### config.mk
export PLATFORM = sky130hd
export DESIGN_NAME = hazard_stall_unit_flat
export DESIGN_NICKNAME = d
export VERILOG_FILES = /design/src/rtl/hazard_stall_unit_if.sv /design/src/rtl/hazard_stall_unit.sv /design/src/flat_wrapper.sv
export SDC_FILE = /design/constraint.sdc
export NUM_CORES = 1
export LEC_CHECK = 0
export BUFFER_PORTS_ARGS = -buffer_cell sky130_fd_sc_hd__buf_4
export CAP_MARGIN = 25
export CORE_ASPECT_RATIO = 1.1
export CORE_MARGIN = 1
export CORE_UTILIZATION = 40
export CTS_BUF_LIST = sky130_fd_sc_hd__clkbuf_16
export CTS_CLUSTER_SIZE = 25
export DETAILED_ROUTE_END_ITERATION = 10
export PLACE_DENSITY = 0.66
export SYNTH_ARGS = -nofsm -noshare
export SYNTH_HDL_FRONTEND = slang
export SYNTH_SLANG_ARGS = --single-unit
### constraint.sdc
create_clock -name i_clk -period 3.05 [get_ports i_clk]
set_clock_uncertainty 0.2 [all_clocks]
set_input_delay 0.4575 -clock i_clk [delete_from_list [all_inputs] [get_ports i_clk]]
set_output_delay 0.4575 -clock i_clk [all_outputs]
set_load 0.05 [all_outputs]
### src/rtl/hazard_stall_unit_if.sv
// Hazard/stall bundle between the ID-stage decode/pipeline registers and hazard_stall_unit.
// The hazard unit connects through the slave modport; the pipeline side drives through master.
interface hazard_stall_unit_if #(
  parameter int BITS_REGS  = 5,
  parameter int BITS_COUNT = 16
);
  logic [BITS_REGS-1:0]  i_IFID_rs;
  logic [BITS_REGS-1:0]  i_IFID_rt;
  logic                  i_IDEX_mem_read;
  logic                  i_IDEX_reg_write;
  logic [BITS_REGS-1:0]  i_IDEX_rd;
  logic                  i_EXMEM_mem_read;
  logic [BITS_REGS-1:0]  i_EXMEM_rd;
  logic                  i_branch_id;
  logic                  i_jump_taken;
  logic                  i_halt_id;
  logic                  i_dbg_mode;
  logic                  i_dbg_step;
  logic                  o_pc_write;
  logic                  o_IFID_write;
  logic                  o_IFID_flush;
  logic                  o_IDEX_flush;
  logic                  o_pipe_enable;
  logic                  o_halted;
  logic [BITS_COUNT-1:0] o_stall_count;

  modport slave (
    input  i_IFID_rs, i_IFID_rt, i_IDEX_mem_read, i_IDEX_reg_write, i_IDEX_rd,
           i_EXMEM_mem_read, i_EXMEM_rd, i_branch_id, i_jump_taken, i_halt_id,
           i_dbg_mode, i_dbg_step,
    output o_pc_write, o_IFID_write, o_IFID_flush, o_IDEX_flush, o_pipe_enable,
           o_halted, o_stall_count
  );

  modport master (
    output i_IFID_rs, i_IFID_rt, i_IDEX_mem_read, i_IDEX_reg_write, i_IDEX_rd,
           i_EXMEM_mem_read, i_EXMEM_rd, i_branch_id, i_jump_taken, i_halt_id,
           i_dbg_mode, i_dbg_step,
    input  o_pc_write, o_IFID_write, o_IFID_flush, o_IDEX_flush, o_pipe_enable,
           o_halted, o_stall_count
  );
endinterface

### src/rtl/hazard_stall_unit.sv
// Hazard detection and freeze control for the 5-stage MIPS core: load-use and ID-branch stalls,
// jump flushes, HALT draining and single-step debug gating. Enables/flushes are combinational.
module hazard_stall_unit #(
  parameter int BITS_REGS    = 5,
  parameter int DRAIN_CYCLES = 3,
  parameter int BITS_COUNT   = 16
) (
  input  logic              i_clk,
  input  logic              i_reset,
  hazard_stall_unit_if.slave bus
);

  localparam int CNT_W = (DRAIN_CYCLES > 1) ? $clog2(DRAIN_CYCLES) : 1;

  typedef enum logic [1:0] {
    RUN    = 2'd0,
    DRAIN  = 2'd1,
    HALTED = 2'd2
  } state_e;

  state_e                state_q, state_d;
  logic [CNT_W-1:0]      drain_q, drain_d;
  logic [BITS_COUNT-1:0] stall_cnt_q;
  logic                  stall_inc;

  logic en, lu, br_ex, br_mem, stall;
  logic pc_write, ifid_write, ifid_flush, idex_flush, pipe_enable;

  // Register 0 is hardwired, so a write to it can never create a dependency.
  function automatic logic reg_match(input logic [BITS_REGS-1:0] x,
                                     input logic [BITS_REGS-1:0] rs,
                                     input logic [BITS_REGS-1:0] rt);
    return (x != '0) && ((x == rs) || (x == rt));
  endfunction

  function automatic logic [BITS_COUNT-1:0] sat_inc(input logic [BITS_COUNT-1:0] v);
    return (&v) ? v : v + 1'b1;
  endfunction

  always_comb begin
    en     = !bus.i_dbg_mode || bus.i_dbg_step;
    lu     = bus.i_IDEX_mem_read && reg_match(bus.i_IDEX_rd, bus.i_IFID_rs, bus.i_IFID_rt);
    br_ex  = bus.i_branch_id && bus.i_IDEX_reg_write &&
             reg_match(bus.i_IDEX_rd, bus.i_IFID_rs, bus.i_IFID_rt);
    br_mem = bus.i_branch_id && bus.i_EXMEM_mem_read &&
             reg_match(bus.i_EXMEM_rd, bus.i_IFID_rs, bus.i_IFID_rt);
    stall  = lu || br_ex || br_mem;
  end

  always_comb begin
    state_d     = state_q;
    drain_d     = drain_q;
    stall_inc   = 1'b0;
    pc_write    = 1'b0;
    ifid_write  = 1'b0;
    ifid_flush  = 1'b0;
    idex_flush  = 1'b0;
    pipe_enable = 1'b0;
    if (i_reset) begin
      ifid_flush = 1'b1;
      idex_flush = 1'b1;
    end else begin
      unique case (state_q)
        RUN: begin
          if (en) begin
            pipe_enable = 1'b1;
            if (stall) begin
              idex_flush = 1'b1;
              stall_inc  = 1'b1;
            end else if (bus.i_halt_id) begin
              idex_flush = 1'b1;
              state_d    = DRAIN;
              drain_d    = CNT_W'(DRAIN_CYCLES - 1);
            end else if (bus.i_jump_taken) begin
              pc_write   = 1'b1;
              ifid_write = 1'b1;
              ifid_flush = 1'b1;
            end else begin
              pc_write   = 1'b1;
              ifid_write = 1'b1;
            end
          end
        end
        DRAIN: begin
          // Bubbles push EX/MEM/WB empty; the count only advances on cycles the pipe moves.
          if (en) begin
            pipe_enable = 1'b1;
            idex_flush  = 1'b1;
            if (drain_q == '0) state_d = HALTED;
            else               drain_d = drain_q - 1'b1;
          end
        end
        HALTED: ;
        default: state_d = RUN;
      endcase
    end
  end

  always_ff @(posedge i_clk) begin
    if (i_reset) begin
      state_q     <= RUN;
      drain_q     <= '0;
      stall_cnt_q <= '0;
    end else begin
      state_q <= state_d;
      drain_q <= drain_d;
      if (stall_inc) stall_cnt_q <= sat_inc(stall_cnt_q);
    end
  end

  assign bus.o_pc_write    = pc_write;
  assign bus.o_IFID_write  = ifid_write;
  assign bus.o_IFID_flush  = ifid_flush;
  assign bus.o_IDEX_flush  = idex_flush;
  assign bus.o_pipe_enable = pipe_enable;
  assign bus.o_halted      = (state_q == HALTED);
  assign bus.o_stall_count = stall_cnt_q;

endmodule

### src/flat_wrapper.sv
// flat-port wrapper written by rule: the top's interface ports become plain ports
module hazard_stall_unit_flat 
#(
  parameter int BITS_REGS    = 5,
  parameter int DRAIN_CYCLES = 3,
  parameter int BITS_COUNT   = 16
)
  (i_clk, i_reset, bus_i_IFID_rs, bus_i_IFID_rt, bus_i_IDEX_mem_read, bus_i_IDEX_reg_write, bus_i_IDEX_rd, bus_i_EXMEM_mem_read, bus_i_EXMEM_rd, bus_i_branch_id, bus_i_jump_taken, bus_i_halt_id, bus_i_dbg_mode, bus_i_dbg_step, bus_o_pc_write, bus_o_IFID_write, bus_o_IFID_flush, bus_o_IDEX_flush, bus_o_pipe_enable, bus_o_halted, bus_o_stall_count);
  hazard_stall_unit_if #(.BITS_REGS(BITS_REGS), .BITS_COUNT(BITS_COUNT)) bus_i ();
  input  logic i_clk;
  input  logic i_reset;
  input wire logic [$bits(bus_i.i_IFID_rs)-1:0] bus_i_IFID_rs;
  input wire logic [$bits(bus_i.i_IFID_rt)-1:0] bus_i_IFID_rt;
  input wire logic [$bits(bus_i.i_IDEX_mem_read)-1:0] bus_i_IDEX_mem_read;
  input wire logic [$bits(bus_i.i_IDEX_reg_write)-1:0] bus_i_IDEX_reg_write;
  input wire logic [$bits(bus_i.i_IDEX_rd)-1:0] bus_i_IDEX_rd;
  input wire logic [$bits(bus_i.i_EXMEM_mem_read)-1:0] bus_i_EXMEM_mem_read;
  input wire logic [$bits(bus_i.i_EXMEM_rd)-1:0] bus_i_EXMEM_rd;
  input wire logic [$bits(bus_i.i_branch_id)-1:0] bus_i_branch_id;
  input wire logic [$bits(bus_i.i_jump_taken)-1:0] bus_i_jump_taken;
  input wire logic [$bits(bus_i.i_halt_id)-1:0] bus_i_halt_id;
  input wire logic [$bits(bus_i.i_dbg_mode)-1:0] bus_i_dbg_mode;
  input wire logic [$bits(bus_i.i_dbg_step)-1:0] bus_i_dbg_step;
  output wire logic [$bits(bus_i.o_pc_write)-1:0] bus_o_pc_write;
  output wire logic [$bits(bus_i.o_IFID_write)-1:0] bus_o_IFID_write;
  output wire logic [$bits(bus_i.o_IFID_flush)-1:0] bus_o_IFID_flush;
  output wire logic [$bits(bus_i.o_IDEX_flush)-1:0] bus_o_IDEX_flush;
  output wire logic [$bits(bus_i.o_pipe_enable)-1:0] bus_o_pipe_enable;
  output wire logic [$bits(bus_i.o_halted)-1:0] bus_o_halted;
  output wire logic [$bits(bus_i.o_stall_count)-1:0] bus_o_stall_count;
  assign bus_i.i_IFID_rs = bus_i_IFID_rs;
  assign bus_i.i_IFID_rt = bus_i_IFID_rt;
  assign bus_i.i_IDEX_mem_read = bus_i_IDEX_mem_read;
  assign bus_i.i_IDEX_reg_write = bus_i_IDEX_reg_write;
  assign bus_i.i_IDEX_rd = bus_i_IDEX_rd;
  assign bus_i.i_EXMEM_mem_read = bus_i_EXMEM_mem_read;
  assign bus_i.i_EXMEM_rd = bus_i_EXMEM_rd;
  assign bus_i.i_branch_id = bus_i_branch_id;
  assign bus_i.i_jump_taken = bus_i_jump_taken;
  assign bus_i.i_halt_id = bus_i_halt_id;
  assign bus_i.i_dbg_mode = bus_i_dbg_mode;
  assign bus_i.i_dbg_step = bus_i_dbg_step;
  assign bus_o_pc_write = bus_i.o_pc_write;
  assign bus_o_IFID_write = bus_i.o_IFID_write;
  assign bus_o_IFID_flush = bus_i.o_IFID_flush;
  assign bus_o_IDEX_flush = bus_i.o_IDEX_flush;
  assign bus_o_pipe_enable = bus_i.o_pipe_enable;
  assign bus_o_halted = bus_i.o_halted;
  assign bus_o_stall_count = bus_i.o_stall_count;
  hazard_stall_unit #(.BITS_REGS(BITS_REGS), .DRAIN_CYCLES(DRAIN_CYCLES), .BITS_COUNT(BITS_COUNT)) u_core (.i_clk(i_clk), .i_reset(i_reset), .bus(bus_i));
endmodule
==> results of run 1 <==
kinds of logic (layout without fill, tap and decap cells):
family / Yosys count / after routing / share of synthesized area, %
buffers and inverters: 14 / 61 / 5.64
muxes: 6 / 6 / 4.62
adders and majority gates: 2 / 2 / 1.71
AOI/OAI and AO/OA: 39 / 39 / 18.6
xor gates and xnor gates: 20 / 20 / 12.0
and+or+nand+nor: 78 / 78 / 30.1
DFF: 20 / 20 / 27.4
synthesized netlist by cell type:
library cell	count
o22ai_1	1
nand4_1	5
a21oi_1	13
a22oi_1	2
and2_1	1
mux2_2	6
nor3_1	6
nor4_1	7
inv_1	5
xor2_1	20
o22a_2	1
buf_6	3
o2111ai_1	1
o21ai_1	1
nor4_2	1
or4_4	1
and3_1	5
a31o_4	1
ha_1	2
buf_4	2
a31oi_1	4
o211ai_2	1
o21ai_0	2
a21o_1	2
a211o_1	1
a41o_1	2
nand2_1	4
a2111oi_0	1
or4_1	8
o31ai_1	6
nor2_1	17
and4_1	1
nand3_1	11
and3b_1	1
or3_1	1
clkbuf_1	4
nor2b_1	9
dfxtp_1	20
cells in the final DEF, fill, tap and decap left out, drive strengths merged:
master   instances
a22oi            2
and4             1
o22a             1
or4              9
nor2b            9
dfxtp           20
o21ai            3
o211ai           1
xor2            20
a31o             1
and3             5
nor4             8
buf             52
and3b            1
a21oi           13
nor2            17
o31ai            6
bufinv           1
inv              5
nand3           11
a2111oi          1
or3              1
nand4            5
mux2             6
nand2            4
ha               2
nor3             6
a211o            1
clkbuf           3
o2111ai          1
a31oi            4
o22ai            1
and2             1
a21o             2
a41o             2
worst reg2reg max path, stage by stage (launching register included):
cell and delay, ns:
dfxtp_1 0.39, or4_4 0.58, a31o_4 0.30, nor4_1 0.27
mux2_2 0.36
how the worst max path moves through the flow:
stage / from / end / slack, ns / depth (start not counted)
global placement: bus_i_IDEX_rd[0] / bus_o_IDEX_flush / 0.43 / 7
finish: bus_i_IDEX_rd[0] / bus_o_IDEX_flush / 0.37 / 7
detailed placement: bus_i_IDEX_rd[0] / u_core.bus.o_stall_count[7]$_SDFFE_PP0P_ / 0.37 / 8
global route: bus_i_EXMEM_rd[0] / bus_o_IDEX_flush / 0.33 / 7
floorplan: bus_i_EXMEM_rd[0] / bus_o_pc_write / 0.02 / 7
CTS: bus_i_IDEX_rd[0] / bus_o_pc_write / 0.38 / 6
power by group through the flow:
stage          Combinational (mW)  Clock (mW)  Sequential (mW)
6_report                    0.176       0.363            0.276
5_1_grt                     0.193       0.382            0.277
4_1_cts                     0.177       0.368            0.276
3_5_place_dp                0.176           0            0.281
3_3_place_gp                0.173           0            0.281
2_1_floorplan               0.119           0            0.279
per-stage QoR:
stage	instances	hold WS, ns	utilization (%)
after floorplan	179	0.294	-
after global placement	270	0.298	54.4
after detailed placement	270	0.309	54.4
after CTS	274	0.317	57.4
after global routing	274	0.330	57.4
final	274	0.318	57.4
layer usage:
| metal | up-vias | GRT usage [%] |
|---|---|---|
| met3 | 8 | 4.13 |
| met1 | 680 | 27.7 |
| met5 | - | 0 |
| li1 | 771 | - |
| met4 | 0 | 12.2 |
| met2 | 55 | 34.3 |
layout make-up:
type | instances | area (um2) | area share, %
Tap cell | 48 | 60.1 | 3.06
Timing Repair Buffer | 52 | 390 | 19.9
Inverter | 5 | 18.8 | 0.957
Multi-Input combinational cell | 145 | 986 | 50.3
Clock buffer | 3 | 75.1 | 3.83
Sequential cell | 20 | 400 | 20.4
Clock inverter | 1 | 30.0 | 1.53
state kept, by name, indices dropped and copies added (netlist names):
name and flops:
u_core.drain_q 2, u_core.state_q 2, u_core.bus.o_stall_count 16
==> metrics.yaml, run 1 <==
place_area_um2: 1860
p_int_uw: 601
min_to: "u_core.bus.o_stall_count[9]$_SDFFE_PP0P_"
diodes: 0
p_per_area_nw_per_um2: 416
drt-wirelength-per-cell_um: 13.9
drv_cap: 0
die-area_um2: 3910
clock_path_buffers: 2
syn-num-nets: 211
routed.top_layer: "met4"
antenna_found_initial: 0
grt_max_degree: 31
coreArea_um2: 3410
rr_endpoint: "u_core.bus.o_stall_count[7]$_SDFFE_PP0P_"
rows: 22
die_w_um: 59.7
area_delta_synth_final_pct: 33.9
synth-seq-area-share_pct: 27.4
outcome: "finished, final reports clean"
pwr-share-seq_pct: 33.9
cp_top_family: "compound AO/OA/AOI/OAI gates"
slew_violations: 0
syn_area_um2: 1460
ys_warn_count: 0
design_area_um2: 1960
initial_core_util_pct: 42.9
clkTransAtPathRegs_ns: 0.06
cts_max_level: 1
setup_ws_ns: 0.369
power_leakage_nw: 0.800
finalSetupTns_ns: 0
synth_area_leaders: "dfxtp_1 27%, xor2_1 12%, mux2_2 4.6%"
synth_top_area_cell: "dfxtp_1"
drt.antenna.violating_nets: 0
worstPathArrival_ns: 2.02
io_buffer_count: 51
power.total_uw: 815
fin_crit_ns: 2.68
clock_latency_ns: 0.26
drt_first_pass_iters: 4
max-vdd-ir-drop_uv: 351
synthCells: 179
clkSinkCount: 20
critPathLaunchType: "input pin"
cpMaxStageDelayCell: "or4_1"
cts_tree: "built"
worst_pin_slew_ns: 0.527
fin_crit_sh_pct: 87.9
drtIter0Drc: 67
finalSetupViolCount: 0
hpwl_um: 2850
p_clk_share_pct: 44.5
swShare_pct: 26.2
rsz0062_at_grt: "false"
die_y_um: 65.5
regToRegSetupSlack_ns: 0.84
nets: 259
timing.final.hold_violations: 0
worstPathCellList: "buf_4 > or4_1 > o21ai_1 > o22a_2 > nand2_1 > a21o_1 > buf_4"
ys_ff_latch: 20
comb_power_share_pct: 21.6
hp-class: "flop to flop"
crit_type: "input pin to primary output"
worstPathRequired_ns: 2.39
grt.overflow.total: 0
layout-drive-gt1-share_pct: 30.1
cts-root-buf: "clkbuf_16"
path_buf_inv: 2
synth_top_cell_area_share_pct: 27.4
hold_path_depth: 2
min_from: "u_core.bus.o_stall_count[9]$_SDFFE_PP0P_"
cts_setup_buffers: 0
grt_pass1_wl_um: 6500
cts_resized: 0
wirelength_um: 3820
io-pin-count: 52
dpl_worst_slack_ns: 0.374
cpPeakStageDelay_ns: 0.54
wl_met3_um: 220
fill_cells: 317
worstReg2RegStart: "u_core.state_q[0]$_SDFFE_PP0P_"
wl_met1_um: 1770
worstPathMaxFanout: 7
p_switching_uw: 214
max_freq_ghz: 0.373
vias_per_cell: 5.53
relSlewSlack_pct: 64.9
synth.distinct_cells: 38
cts_buffers: 3
track_usage_pct: 21.9
vias: 1514
grt_pass1_vias: 1456
cp_common_cell: "buf_4"
avgSynthCellArea_um2: 8.18
r2r_cells: 4
wl_met2_um: 1740
place_congestion: 0.914
drcViolationCount: 0
ctsHoldBuffers: 0
endpoint_kind: "primary output"
Note: power is estimated with default switching activity, not from simulation.
==> inputs of run 2 (changes only) <==
Settings changed: PLACE_DENSITY 0.66 to not set, PLACE_DENSITY_LB_ADDON set to 0.3.
==> run 2 against run 1 <==
Net effect:
- register-to-register slack got worse by 0.02 ns
- die area did not move
- total power fell by 12%
- combinational power barely moved
- via count rose by 0.40%
- sequential share of layout area rose by 0.32 points
- sequential cell count did not move
- worst hold slack got worse by 0.0051 ns
- utilization fell by 0.88 points
- global-route usage fell by 2.4 points
- clock power fell by 27%
==> metrics.yaml, run 2 (synthesized netlist as in run 1, its figures left out) <==
outcome: "finished, final reports clean"
ctsHoldBuffers: 0
slew_violations: 0
drt_first_pass_iters: 4
die-area_um2: 3910
rr_endpoint: "u_core.bus.o_stall_count[7]$_SDFFE_PP0P_"
r2r_cells: 4
regToRegSetupSlack_ns: 0.82
antenna_found_initial: 0
wirelength_um: 3550
startpoint: "bus_i_IDEX_rd[0]"
cp_common_cell: "buf_4"
layout-drive-gt1-share_pct: 29.8
cts_tree: "built"
layout_common_cells: "52 x buf_4, 20 x xor2_1, 20 x dfxtp_1"
worstPathCellList: "buf_4 > or4_1 > o21ai_1 > o22a_2 > nand2_1 > a21o_1 > buf_4"
io_buffer_count: 51
place_congestion: 0.869
rows: 22
worst_pin_slew_ns: 0.526
final_common_cell: "buf_4"
clock_path_buffers: 2
grt_pass1_vias: 1373
grt_max_degree: 31
worstReg2RegStart: "u_core.state_q[0]$_SDFFE_PP0P_"
critPathCapture: "bus_o_IDEX_flush"
area_delta_synth_final_pct: 31.9
max-vdd-ir-drop_uv: 220
grt_pass1_wl_um: 5970
worstPathRequired_ns: 2.39
nets: 259
max_freq_ghz: 0.371
largest_reg_flops: 16
track_usage_pct: 19.5
initial_core_util_pct: 42.9
cpMaxStageDelayCell: "or4_1"
coreArea_um2: 3410
relSlewSlack_pct: 64.9
fin_util_pct: 56.6
p_per_area_nw_per_um2: 371
cts-root-buf: "clkbuf_16"
diodes: 0
timing.final.hold_violations: 0
crit_type: "input pin to primary output"
fin_crit_sh_pct: 88.4
power.total_uw: 717
vias: 1520
clkTransAtPathRegs_ns: 0.05
grt.overflow.total: 0
worstPathArrival_ns: 2.04
cts_buffers: 3
rsz0062_at_grt: "false"
drv_cap: 0
io-pin-count: 52
vias_per_cell: 5.57
worstPathMaxFanout: 11
cts_resized: 0
cpPeakStageDelay_ns: 0.52
drt-wirelength-per-cell_um: 13.0
power_leakage_nw: 0.786
hp-class: "flop to flop"
die_y_um: 65.5
cts_max_level: 1
hpwl_um: 2700
drcViolationCount: 0
fin_crit_ns: 2.69
die_w_um: 59.7
endpoint_kind: "primary output"
drt.antenna.violating_nets: 0
cts_setup_buffers: 0
clkSinkCount: 20
clock_latency_ns: 0.25
finalSetupTns_ns: 0
critPathLaunchType: "input pin"
finalSetupViolCount: 0
drtIter0Drc: 44
-- run 2: cell types whose count changed in the layout (fill, tap and decap cells not counted), sizes merged --
cell / previous run / this run
bufinv: 1 / 0
-- run 2: worst max-delay path: cells and delay by family --
kind | cells | cell delay, ns
AOI/OAI and AO/OA | 3 | 0.68
and+or+nand+nor | 2 | 0.59
buffers and inverters | 2 | 0.30
-- run 2: area by class of cell --
| class | count | area, um2 |
|---|---|---|
| clock buffers | 3 | 75.1 |
| repair buffers | 52 | 390 |
| well taps | 48 | 60.1 |
| flip-flops and latches | 20 | 400 |
| inverters | 5 | 18.8 |
| fillers | 348 | 1480 |
| multi-input cells | 145 | 986 |
-- run 2: worst min path at each step --
stage | start | end | slack (ns) | depth (start not counted)
4_1_cts | u_core.bus.o_stall_count[15]$_SDFFE_PP0P_ | u_core.bus.o_stall_count[15]$_SDFFE_PP0P_ | 0.31 | 2
6_report | u_core.bus.o_stall_count[9]$_SDFFE_PP0P_ | u_core.bus.o_stall_count[9]$_SDFFE_PP0P_ | 0.31 | 2
5_1_grt | bus_i_halt_id | u_core.drain_q[0]$_SDFFE_PP0P_ | 0.34 | 3
3_5_place_dp | u_core.bus.o_stall_count[15]$_SDFFE_PP0P_ | u_core.bus.o_stall_count[15]$_SDFFE_PP0P_ | 0.30 | 2
3_3_place_gp | u_core.bus.o_stall_count[15]$_SDFFE_PP0P_ | u_core.bus.o_stall_count[15]$_SDFFE_PP0P_ | 0.30 | 2
2_1_floorplan | u_core.state_q[1]$_SDFFE_PP0P_ | u_core.state_q[0]$_SDFFE_PP0P_ | 0.29 | 1
-- run 2: layer usage --
| layer | routed length (um) | vias to the layer above | track usage (%) |
|---|---|---|---|
| met5 | 0 | - | 0 |
| met4 | 28 | 0 | 5.23 |
| met3 | 148 | 4 | 2.36 |
| met2 | 1640 | 38 | 32.4 |
| met1 | 1730 | 708 | 26.2 |
| li1 | - | 770 | - |
-- run 2: through the flow --
step / cells / hold slack, ns / instance area, um2 / setup slack (ns)
final: 273 / 0.313 / 1930 / 0.355
after global routing: 273 / 0.340 / 1930 / 0.225
after CTS: 273 / 0.314 / 1930 / 0.348
after detailed placement: 270 / 0.304 / 1860 / 0.354
after global placement: 270 / 0.302 / 1860 / 0.370
after floorplan: 179 / 0.294 / 1470 / 0.0211
-- run 2: where the power goes --
part / total, mW / switching (mW) / internal (mW)
clock network: 0.265 / 0.0925 / 0.173
registers: 0.276 / 0.00817 / 0.268
logic: 0.176 / 0.103 / 0.0730
total: 0.717 / 0.203 / 0.514
